===== src/rtl/es24_buerste_if.sv =====
// Host write port and card-reader output bundle of es24_buerste.
// The reader drives timing/data into es24 and the host fills its card buffers.
interface es24_buerste_if;
  logic        wr_en;
  logic [3:0]  wr_row;
  logic [11:0] wr_data;
  logic        wr_commit;
  logic        card_ready;
  logic        run;
  logic [15:0] timing;
  logic [11:0] data;
  logic        busy;
  logic        card_done;

  modport master (
    output wr_en, wr_row, wr_data, wr_commit, run,
    input  card_ready, timing, data, busy, card_done
  );

  modport slave (
    input  wr_en, wr_row, wr_data, wr_commit, run,
    output card_ready, timing, data, busy, card_done
  );
endinterface


===== src/rtl/es24_buerste.sv =====
// Card-reading station: two-card ping-pong buffer played row by row (12, 11, 0..9) then a gap.
// Optional card counter (cards_read, cnt_clr) is enabled by defining ES24_BUERSTE_CARDCNT_EN.
module es24_buerste #(
  parameter int ROW_CYCLES   = 16,
  parameter int PULSE_CYCLES = 8,
  parameter int GAP_CYCLES   = 32
) (
  input  logic        clk,
  input  logic        reset,
`ifdef ES24_BUERSTE_CARDCNT_EN
  input  logic        cnt_clr,
  output logic [15:0] cards_read,
`endif
  es24_buerste_if.slave bus
);
  typedef enum logic [1:0] {IDLE, ROWS, GAP} state_t;

  localparam logic [7:0] ROW_LAST   = 8'(ROW_CYCLES - 1);
  localparam logic [7:0] PULSE_LAST = 8'(PULSE_CYCLES - 1);
  localparam logic [7:0] GAP_LAST   = 8'(GAP_CYCLES - 1);

  logic [11:0] mem_q [2][12];
  logic [1:0]  full_q;
  logic        oldest_q;
  logic        rd_q;
  state_t      state_q;
  logic [3:0]  row_q;
  logic [7:0]  cyc_q;
  logic [15:0] timing_q;
  logic [11:0] data_q;
  logic        card_done_q;

  logic [3:0]  wr_idx_d;
  logic        wr_legal_d;
  logic        fill_d;
  logic        card_ready_d;
  logic        wr_ok_d;
  logic        commit_ok_d;
  logic [1:0]  avail_d;
  logic        sel_d;
  logic        have_d;
  logic        release_d;
  logic [3:0]  row_nxt_d;

  // Row position 0..11 carries row codes 12, 11, 0..9.
  function automatic logic [15:0] strobe(input logic [3:0] idx);
    logic [3:0] code;
    case (idx)
      4'd0:    code = 4'd12;
      4'd1:    code = 4'd11;
      default: code = idx - 4'd2;
    endcase
    return 16'd1 << code;
  endfunction

  always_comb begin
    wr_idx_d   = 4'd0;
    wr_legal_d = 1'b1;
    case (bus.wr_row)
      4'd12:                      wr_idx_d   = 4'd0;
      4'd11:                      wr_idx_d   = 4'd1;
      4'd10, 4'd13, 4'd14, 4'd15: wr_legal_d = 1'b0;
      default:                    wr_idx_d   = bus.wr_row + 4'd2;
    endcase
  end

  // The buffer being read stays full until its gap ends, so the fill side never touches it.
  assign fill_d       = full_q[0];
  assign card_ready_d = ~&full_q;
  assign wr_ok_d      = bus.wr_en & wr_legal_d & card_ready_d;
  assign commit_ok_d  = bus.wr_commit & card_ready_d;
  assign avail_d      = full_q & ~((state_q != IDLE) ? (rd_q ? 2'b10 : 2'b01) : 2'b00);
  assign sel_d        = (&avail_d) ? oldest_q : avail_d[1];
  assign have_d       = |avail_d;
  assign release_d    = (state_q == GAP) && (cyc_q == GAP_LAST);
  assign row_nxt_d    = row_q + 4'd1;

  always_ff @(posedge clk) begin
    if (reset) begin
      for (int b = 0; b < 2; b++)
        for (int r = 0; r < 12; r++)
          mem_q[b][r] <= '0;
      full_q   <= '0;
      oldest_q <= 1'b0;
    end else begin
      if (wr_ok_d) mem_q[fill_d][wr_idx_d] <= bus.wr_data;
      if (commit_ok_d) begin
        full_q[fill_d] <= 1'b1;
        if (!full_q[~fill_d]) oldest_q <= fill_d;
      end
      if (release_d) begin
        for (int r = 0; r < 12; r++) mem_q[rd_q][r] <= '0;
        full_q[rd_q] <= 1'b0;
        oldest_q     <= ~rd_q;
      end
    end
  end

  always_ff @(posedge clk) begin
    if (reset) begin
      state_q     <= IDLE;
      rd_q        <= 1'b0;
      row_q       <= '0;
      cyc_q       <= '0;
      timing_q    <= '0;
      data_q      <= '0;
      card_done_q <= 1'b0;
    end else begin
      card_done_q <= 1'b0;
      case (state_q)
        IDLE: begin
          if (bus.run && have_d) begin
            state_q  <= ROWS;
            rd_q     <= sel_d;
            row_q    <= '0;
            cyc_q    <= '0;
            timing_q <= strobe(4'd0);
            data_q   <= mem_q[sel_d][0];
          end
        end
        ROWS: begin
          if (cyc_q == ROW_LAST) begin
            cyc_q <= '0;
            if (row_q == 4'd11) begin
              state_q  <= GAP;
              timing_q <= 16'h2000;
              data_q   <= '0;
            end else begin
              row_q    <= row_nxt_d;
              timing_q <= strobe(row_nxt_d);
              data_q   <= mem_q[rd_q][row_nxt_d];
            end
          end else begin
            cyc_q <= cyc_q + 8'd1;
            if (cyc_q == PULSE_LAST) begin
              timing_q <= '0;
              data_q   <= '0;
            end
          end
        end
        GAP: begin
          if (cyc_q == GAP_LAST) begin
            // Chain straight into the next card when one is already waiting.
            if (bus.run && have_d) begin
              state_q  <= ROWS;
              rd_q     <= sel_d;
              row_q    <= '0;
              cyc_q    <= '0;
              timing_q <= strobe(4'd0);
              data_q   <= mem_q[sel_d][0];
            end else begin
              state_q  <= IDLE;
              cyc_q    <= '0;
              timing_q <= '0;
              data_q   <= '0;
            end
          end else begin
            cyc_q <= cyc_q + 8'd1;
            if (cyc_q + 8'd1 == GAP_LAST) card_done_q <= 1'b1;
          end
        end
        default: begin
          state_q  <= IDLE;
          timing_q <= '0;
          data_q   <= '0;
        end
      endcase
    end
  end

`ifdef ES24_BUERSTE_CARDCNT_EN
  logic [15:0] cards_q;

  always_ff @(posedge clk) begin
    if (reset || cnt_clr) cards_q <= '0;
    else if (card_done_q) cards_q <= cards_q + 16'd1;
  end

  assign cards_read = cards_q;
`endif

  assign bus.card_ready = card_ready_d;
  assign bus.timing     = timing_q;
  assign bus.data       = data_q;
  assign bus.busy       = (state_q != IDLE);
  assign bus.card_done  = card_done_q;
endmodule


===== src/flat_wrapper.sv =====
// flat-port wrapper written by rule: the top's interface ports become plain ports
module es24_buerste_flat 
#(
  parameter int ROW_CYCLES   = 16,
  parameter int PULSE_CYCLES = 8,
  parameter int GAP_CYCLES   = 32
)
  (clk, reset, bus_wr_en, bus_wr_row, bus_wr_data, bus_wr_commit, bus_run, bus_card_ready, bus_timing, bus_data, bus_busy, bus_card_done);
  es24_buerste_if bus_i ();
  input  logic clk;
  input  logic reset;
  input wire logic [$bits(bus_i.wr_en)-1:0] bus_wr_en;
  input wire logic [$bits(bus_i.wr_row)-1:0] bus_wr_row;
  input wire logic [$bits(bus_i.wr_data)-1:0] bus_wr_data;
  input wire logic [$bits(bus_i.wr_commit)-1:0] bus_wr_commit;
  input wire logic [$bits(bus_i.run)-1:0] bus_run;
  output wire logic [$bits(bus_i.card_ready)-1:0] bus_card_ready;
  output wire logic [$bits(bus_i.timing)-1:0] bus_timing;
  output wire logic [$bits(bus_i.data)-1:0] bus_data;
  output wire logic [$bits(bus_i.busy)-1:0] bus_busy;
  output wire logic [$bits(bus_i.card_done)-1:0] bus_card_done;
  assign bus_i.wr_en = bus_wr_en;
  assign bus_i.wr_row = bus_wr_row;
  assign bus_i.wr_data = bus_wr_data;
  assign bus_i.wr_commit = bus_wr_commit;
  assign bus_i.run = bus_run;
  assign bus_card_ready = bus_i.card_ready;
  assign bus_timing = bus_i.timing;
  assign bus_data = bus_i.data;
  assign bus_busy = bus_i.busy;
  assign bus_card_done = bus_i.card_done;
  es24_buerste #(.ROW_CYCLES(ROW_CYCLES), .PULSE_CYCLES(PULSE_CYCLES), .GAP_CYCLES(GAP_CYCLES)) u_core (.clk(clk), .reset(reset), .bus(bus_i));
endmodule

===== config.mk =====
export PLATFORM = sky130hd
export DESIGN_NAME = es24_buerste_flat
export DESIGN_NICKNAME = d
export VERILOG_FILES = /design/src/rtl/es24_buerste_if.sv /design/src/rtl/es24_buerste.sv /design/src/flat_wrapper.sv
export SDC_FILE = /design/constraint.sdc
export NUM_CORES = 1
export LEC_CHECK = 0
export CORE_MARGIN = 4
export CORE_UTILIZATION = 31
export DETAILED_ROUTE_END_ITERATION = 12
export GPL_ROUTABILITY_DRIVEN = 0
export SYNTH_ARGS = -nofsm -noshare
export SYNTH_HDL_FRONTEND = slang
export SYNTH_SLANG_ARGS = --single-unit

===== constraint.sdc =====
create_clock -name clk -period 3.2 [get_ports clk]
set_clock_uncertainty 0.15 [all_clocks]
set_input_delay 0.48 -clock clk [delete_from_list [all_inputs] [get_ports clk]]
set_output_delay 0.48 -clock clk [all_outputs]
set_load 0.1 [all_outputs]

==> results of run 1 <==
[per-layer routing]
layer,vias up,share of wire [%]
met3,71,7.1
met2,413,46
met4,0,1.8
met5,-,0
met1,5917,45
li1,5455,-
[cell families (layout without fill, tap and decap cells)]
family / after synthesis / count (layout)
and+or+nand+nor: 374 / 374
adders and majority gates: 14 / 14
xor gates and xnor gates: 5 / 5
buffers and inverters: 152 / 226
muxes: 151 / 151
AOI/OAI and AO/OA: 397 / 397
DFF: 336 / 336
[placed cells by master (no fill, tap or decap), types with 12 or more instances in the layout]
cell type | netlist | layout
nand2_1 | 90 | 90
o21ai_0 | 93 | 93
inv_1 | 15 | 15
clkbuf_16 | 0 | 35
mux2i_1 | 76 | 76
nor2_1 | 67 | 67
nand3_1 | 106 | 106
nor3b_1 | 18 | 18
mux4_2 | 72 | 72
a22o_1 | 141 | 141
o21ai_1 | 12 | 12
a21oi_1 | 60 | 60
nand3b_1 | 14 | 14
buf_4 | 9 | 122
ha_1 | 14 | 14
dfxtp_1 | 336 | 334
a221o_1 | 12 | 12
clkdlybuf4s50_1 | 0 | 19
[final timing paths]
check                           slack [ns]                           endpoint                              from  cells past startpoint
worst min register to register        0.30   u_core.mem_q[1][31]$_SDFFE_PP0P_  u_core.mem_q[1][31]$_SDFFE_PP0P_                      2
worst max register to register        0.26  u_core.mem_q[0][102]$_SDFFE_PP0P_      u_core.cyc_q[0]$_SDFFE_PP0P_                      8
worst min-delay path                  0.30   u_core.mem_q[1][31]$_SDFFE_PP0P_  u_core.mem_q[1][31]$_SDFFE_PP0P_                      2
worst max-delay path                  0.26  u_core.mem_q[0][102]$_SDFFE_PP0P_      u_core.cyc_q[0]$_SDFFE_PP0P_                      8
[stage by stage]
stage | utilization [%] | cell area, µm² | total power [W] | setup WS [ns]
after floorplan | - | 14830 | 0.005283 | 0.05103
after global placement | 34.57 | 16230 | 0.005671 | 0.1040
after detailed placement | 34.57 | 16230 | 0.005693 | 0.06816
after CTS | 36.97 | 17360 | 0.009764 | 0.2693
after global routing | 36.97 | 17360 | 0.01004 | 0.1170
final | 36.97 | 17360 | 0.009703 | 0.2629
[final cells by class]
| type | instances | area share, % |
|---|---|---|
| Inverter | 17 | 0.3676 |
| Multi-Input combinational cell | 941 | 42.90 |
| Timing Repair Buffer | 147 | 7.064 |
| Clock buffer | 44 | 5.471 |
| Tap cell | 607 | 4.375 |
| Sequential cell | 336 | 38.79 |
| Clock inverter | 18 | 1.031 |
[report_power, final]
group          internal, W  total (W)  switching [W]
clock network      0.00236    0.00410        0.00174
registers          0.00430    0.00438      0.0000827
logic             0.000425    0.00122       0.000798
total              0.00708    0.00970        0.00262
[flip-flops by register name, summed over array words and instances, names as in the netlist, named ones only]
| signal | cells |
|---|---|
| u_core.bus.timing | 16 |
| u_core.cyc_q | 8 |
| u_core.row_q | 4 |
| u_core.rd_q | 1 |
| u_core.bus.card_done | 1 |
| u_core.state_q | 2 |
| u_core.bus.data | 12 |
| u_core.full_q | 2 |
| u_core.oldest_q | 1 |
| u_core.mem_q | 288 |
[worst reg2reg max path: stages, from the launching register on]
cell and delay (ns):
dfxtp_1 0.41, ha_1 0.34, and4_1 0.31, nand3_2 0.21, or2_1 0.31, buf_4 0.19, nor2_4 0.15, and3b_1 0.45
a22o_1 0.30
==> results by group, run 1 <==
Cells and area
  – Share of cells above drive strength 1: between 20% and 30%
  – Layout fillers: approximately 4600
  – Nets: around 1500
  – Final Non-Filler Cells: 2110
  – Number of diodes: 0
  – Area Growth Syn to Fin: 17.08%
  – Area of the multi-input gates: roughly 7400 µm²
  – Storage element area: 6734 µm²

Die
  – Total core area: approximately 47000 µm²
  – DIE WIDTH: 226.7 µm
  – Starting density of the core: between 30% and 40%
  – DIE HEIGHT: 226.7 µm
  – Core Rows: 79
  – Die footprint: approximately 50000 µm²
  – Top Ports: 52

Setup path
  – Critical path fanouts, max: 12
  – Startpoint Class: flop
  – Top delay family on crit path: simple AND/OR/NAND/NOR gates
  – Crit path max-delay cell type: and3b_1
  – CP Buf/Inv Count: 1
  – CP endpoint kind: flop
  – CP cell instances: ha_1, and4_1, nand3_2, or2_1, buf_4, nor2_4, and3b_1, a22o_1
  – Crit-path max cell delay: between 0.4 and 0.5 ns
  – Crit Path Category: flop to flop
  – Arrival time at the worst endpoint: 3.20 ns
  – Req. time, crit path: ~3.5 ns

Timing
  – Final Max Tran Viols: 0
  – Final setup viols: 0
  – Final Hold Vio Count: 0
  – Tcrit/Tclk final: around nine tenths
  – Post-layout minimum cycle time: roughly 3 ns
  – WHS: between 0.3 and 0.4 ns
  – Unrepaired setup endpoints after global routing: no
  – Setup TNS: 0 ns
  – Worst Tran Pin Value: approximately 0.99 ns
  – Fmax: roughly 340 MHz
  – Worst rel slew slack: between 30% and 40%

Yosys
  – Post-Synth Adder-Cell Area: roughly 1.2%
  – Area contributors post-synth: dfxtp_1 (45%), mux4_2 (11%), a22o_1 (8.3%), mux2i_1 (5.1%), nand3_1 (3.6%)
  – Post-synthesis mux area share: ~16%
  – Synth Area in Simple Gates: roughly an eighth
  – Synth Area in Compound Gates: about a fifth
  – Yosys warns: 0
  – Synthesized netlist net count: about 1500
  – Fraction of synthesized cell area in xor and xnor cells: 0.2954%
  – Mapped Area: between 10000 and 15000 µm²
  – Register bit total from synthesis: between 300 and 400
  – Top_reg_cell synth: dfxtp_1
  – Async SR Flop Fraction: 0%
  – Largest family of logic cells by synthesized area: compound AO/OA/AOI/OAI gates
  – Top cell type's share of synthesized area: between 40% and 50%
  – Sequential cell area fraction in the yosys report: about 45%
  – Most frequent cell after synthesis: dfxtp_1
  – EDFF count, synth: 0
  – Post-synth top cells: dfxtp_1 (336), a22o_1 (141), nand3_1 (106), o21ai_0 (93), nand2_1 (90)
  – Post-synth cell types: 75
  – Synth Instances: 1429
  – Top cell type by total area after synthesis: dfxtp_1
  – Mean Syn Cell Area: between 10 and 15 µm²

Power
  – Power per cell area: roughly 560 nW/µm²
  – Peak VDD IR: between 0.3 and 0.4 mV
  – Pleak: about 6.7 nW

Detailed routing
  – Vias/cell: 5.619
  – DRT Wirelength: between 40000 and 50000 µm
  – Drt pass-1 iters: 5
  – Initial drt markers: about 1000
  – Post-route ant nets: 0
  – Vias: 11860
  – WL/cell: between 20 and 25 µm
  – DRC violations left: 0

Global route
  – Busiest grt layer: met2
  – Largest net degree at the start of global routing: between 100 and 150
  – Met2 GRT Util: about 28%
  – Gr ovfl total: 0
  – First-pass GRT wire length: a little over 70000 µm
  – Gr usage total: 17.55%
  – M1 GR Usage: 25.03%
  – Met3 Use GR: under 10%
  – Number of global-route vias before repair: 11620
  – Initial antenna violation count: 0

Run
  – Max Cap Viol: 0

Hold path
  – Min-Delay Path Class: flop to flop

Place
  – Cell count after placement: just over 2000
  – IO buf count: between 50 and 60
  – Final HPWL from detailed placement: a little over 30000 µm

Clock network
  – CTS resizes: 0
  – Sinks on Clock Net: between 300 and 400
  – CTS Hold Buffers Added: 0
  – CTS tree: built
  – Number of setup buffers added after CTS: 0
  – Clock latency on the worst-skew pair: between 0.5 and 0.6 ns
  – CTS H-tree depth: 2
  – Root Buffer: clkbuf_16
  – Cts bufs inserted: 35
  – Clock Pin Slew Worst Setup and Hold Paths: around 0.060 ns
  – Max Root-Sink Buffers: 3

Outcome
  – Status: finished, final reports clean
No activity file was read; power rests on OpenSTA's default activity.
==> run 2, diff against run 1 <==
Settings changed: CTS_BUF_LIST set to sky130_fd_sc_hd__clkbuf_4 sky130_fd_sc_hd__clkbuf_8.
Clock period 3.2 ns to 2.72 ns, I/O delays scaled along.
==> run 2 against run 1 <==
  * Cell area rose by 4.1%
  * Register-to-register slack got worse by 0.12 ns
  * First-iteration DRC count decreased by 4.2%
  * Utilization grew 1.5 points
  * Hold slack got worse by 0.19 ns
  * Via count grew 1.0%
  * Cell count up 3.4%
  * Sequential share of layout area shrank 1.5 points
  * Non-clock buffer count up 42
  * Clock power up 8.0%
==> results by group, run 2 (same netlist as run 1, synthesis figures left out) <==
Outcome
  – Status: finished, final reports clean

Cells and area
  – Nets: 1573 (+4.0%)
  – Area Growth Syn to Fin: 21.84%
  – Layout fillers: 4549 (-0.85%)
  – Largest register FFs: 288 (unchanged)
  – Commonest non-fill, non-tap cell in the layout: dfxtp_1
  – Most flop-heavy register: u_core.mem_q
  – Share of cells above drive strength 1: 24.52% (+4.4 points)
  – Number of diodes: 0 (unchanged)
  – Most frequent cells in the layout: dfxtp_1 (334), a22o_1 (141), buf_4 (134)

Global route
  – Initial antenna violation count: 0 (unchanged)
  – First-pass GRT wire length: 70490 µm (-0.17%)
  – Gr usage total: 17.47% (-0.085 points)
  – Gr ovfl total: 0 (unchanged)
  – Largest net degree at the start of global routing: 71 (-35%)
  – Number of global-route vias before repair: 11960 (+2.9%)

Power
  – Gate power share: 14.2% (+1.6 points)
  – Power per cell area: 618.5 nW/µm² (+11%)
  – Int Pwr: 0.008119 W (+15%)
  – Sequential share of power: 46.2% (+1.0 points)
  – Pleak: 7.062 nW (+5.6%)
  – Net Sw Frac: 27.33% (+0.35 points)
  – Peak VDD IR: 0.3316 mV (+4.7%)
  – Clock power frac: 39.6% (-2.6 points)
  – Sw Pwr: 0.003054 W (+17%)
  – Pwr Total: 0.01117 W (+15%)

Detailed routing
  – Post-route ant nets: 0 (unchanged)
  – Initial drt markers: 962 (-4.2%)
  – WL/cell: 21.19 µm (-3.2%)
  – Vias: 11980 (+1.0%)
  – DRC violations left: 0 (unchanged)
  – Vias/cell: 5.492 (-2.3%)
  – DRT Wirelength: 46210 µm (about the same)
  – Drt pass-1 iters: 5 (unchanged)

Timing
  – Worst Slack Setup Final: 0.1470 ns (-0.1158 ns)
  – Final Hold Vio Count: 0 (unchanged)
  – Post-layout minimum cycle time: 2.573 ns (-0.3642 ns)
  – Final Max Tran Viols: 0 (unchanged)
  – Fmax: 388.7 MHz (+14%)
  – Final setup viols: 0 (unchanged)
  – Worst rel slew slack: 36.22% (+2.4 points)
  – Tcrit/Tclk final: 94.59% (+2.8 points)
  – Worst Tran Pin Value: 0.9533 ns (-0.03570 ns)

Setup path
  – Worst r2r src: u_core.cyc_q[0]$_SDFFE_PP0P_
  – R2r setup slk: 0.15 ns (-0.12 ns)
  – Crit Path Category: flop to flop
  – Arrival time at the worst endpoint: 2.90 ns (-0.30 ns)
  – Reg-to-reg endpoint: u_core.mem_q[1][90]$_SDFFE_PP0P_
  – Critical path fanouts, max: 23 (+11)
  – Req. time, crit path: 3.05 ns (-0.41 ns)
  – FF-to-FF path depth: 8 (unchanged)
  – Crit. Startpoint: u_core.cyc_q[0]$_SDFFE_PP0P_
  – Startpoint Class: flop
  – CP endpoint kind: flop
  – Worst Setup EP: u_core.mem_q[1][90]$_SDFFE_PP0P_

Place
  – IO buf count: 51 (unchanged)
  – Place WS: -0.2443 ns (-0.3125 ns)
  – Final HPWL from detailed placement: 30760 µm (+0.63%)

Clock network
  – Cts bufs inserted: 53 (+51%)
  – CTS H-tree depth: 2 (unchanged)
  – CTS tree: built
  – Clock latency on the worst-skew pair: 0.61 ns (+0.08 ns)
  – Sinks on Clock Net: 336 (unchanged)
  – Root Buffer: clkbuf_8
  – Max Root-Sink Buffers: 3 (unchanged)
  – Clock Pin Slew Worst Setup and Hold Paths: 0.07 ns (about the same)

Run
  – Max Cap Viol: 0 (unchanged)

Die
  – Top Ports: 52 (unchanged)
  – DIE WIDTH: 226.7 µm (unchanged)
  – Core Rows: 79 (unchanged)
  – Die footprint: 51390 µm² (unchanged)
  – DIE HEIGHT: 226.7 µm (unchanged)
  – Total core area: 46950 µm² (unchanged)
  – Starting density of the core: 31.58% (unchanged)

Hold path
  – Min-Delay Path Class: primary input to flop
-- run 2: repair_timing --
item	4_1_cts	5_1_grt
setup buffers	0	5
gates resized for setup	0	7
setup endpoints to repair	0	19
hold buffers	0	0
-- run 2: metrics by stage --
step	std cells	area, µm²	TNS [ns]	hold WS [ns]	util, %
2_1_floorplan	1429	14860	0	0.2815	-
3_3_place_gp	2085	16880	-5.503	0.2896	35.94
3_5_place_dp	2085	16880	-13.59	0.2973	35.94
4_1_cts	2176	17970	0	0.07229	38.27
5_1_grt	2181	18060	-0.02056	0.1030	38.48
6_report	2181	18060	0	0.1125	38.48
-- run 2: cell type report --
cell class	count	area [µm²]	share of cell area (%)
multi-input cells	941	7498	41.51
repair buffers	189	1917	10.61
well taps	607	759.5	4.204
clock inverters	4	31.28	0.1732
clock buffers	87	1060	5.866
flip-flops and latches	336	6734	37.28
inverters	17	65.06	0.3602
-- run 2: critical path, stage by stage, from the launching register on --
cell,delay [ns]
dfxtp_1,0.34
ha_1,0.17
and4_1,0.26
nand3_2,0.14
or3b_4,0.56
and2_1,0.23
buf_12,0.17
nand2_2,0.25
o21ai_0,0.15
-- run 2: per-layer routing --
metal	vias up	track usage, %	share of wire (%)
met4	0	4.969	2.3
met3	85	4.415	8.1
met5	-	0	0
met2	444	27.35	45
met1	5868	24.01	45
li1	5580	-	-
-- run 2: how the worst min path moves through the flow --
stage | cells after the start | from | to
6_report | 3 | reset | u_core.full_q[0]$_SDFF_PP0_
5_1_grt | 3 | reset | u_core.full_q[0]$_SDFF_PP0_
4_1_cts | 3 | reset | u_core.full_q[0]$_SDFF_PP0_
3_5_place_dp | 2 | u_core.mem_q[1][28]$_SDFFE_PP0P_ | u_core.mem_q[1][28]$_SDFFE_PP0P_
3_3_place_gp | 2 | u_core.mem_q[1][30]$_SDFFE_PP0P_ | u_core.mem_q[1][30]$_SDFFE_PP0P_
2_1_floorplan | 2 | u_core.mem_q[1][0]$_SDFFE_PP0P_ | u_core.mem_q[1][0]$_SDFFE_PP0P_
-- run 2: power by group through the flow --
stage / clock (W) / sequential (W) / combinational (W)
after CTS: 0.00451 / 0.00516 / 0.00156
after global placement: 0 / 0.00526 / 0.00153
after floorplan: 0 / 0.00529 / 0.000937
final: 0.00443 / 0.00516 / 0.00159
after detailed placement: 0 / 0.00526 / 0.00155
after global routing: 0.00471 / 0.00517 / 0.00170
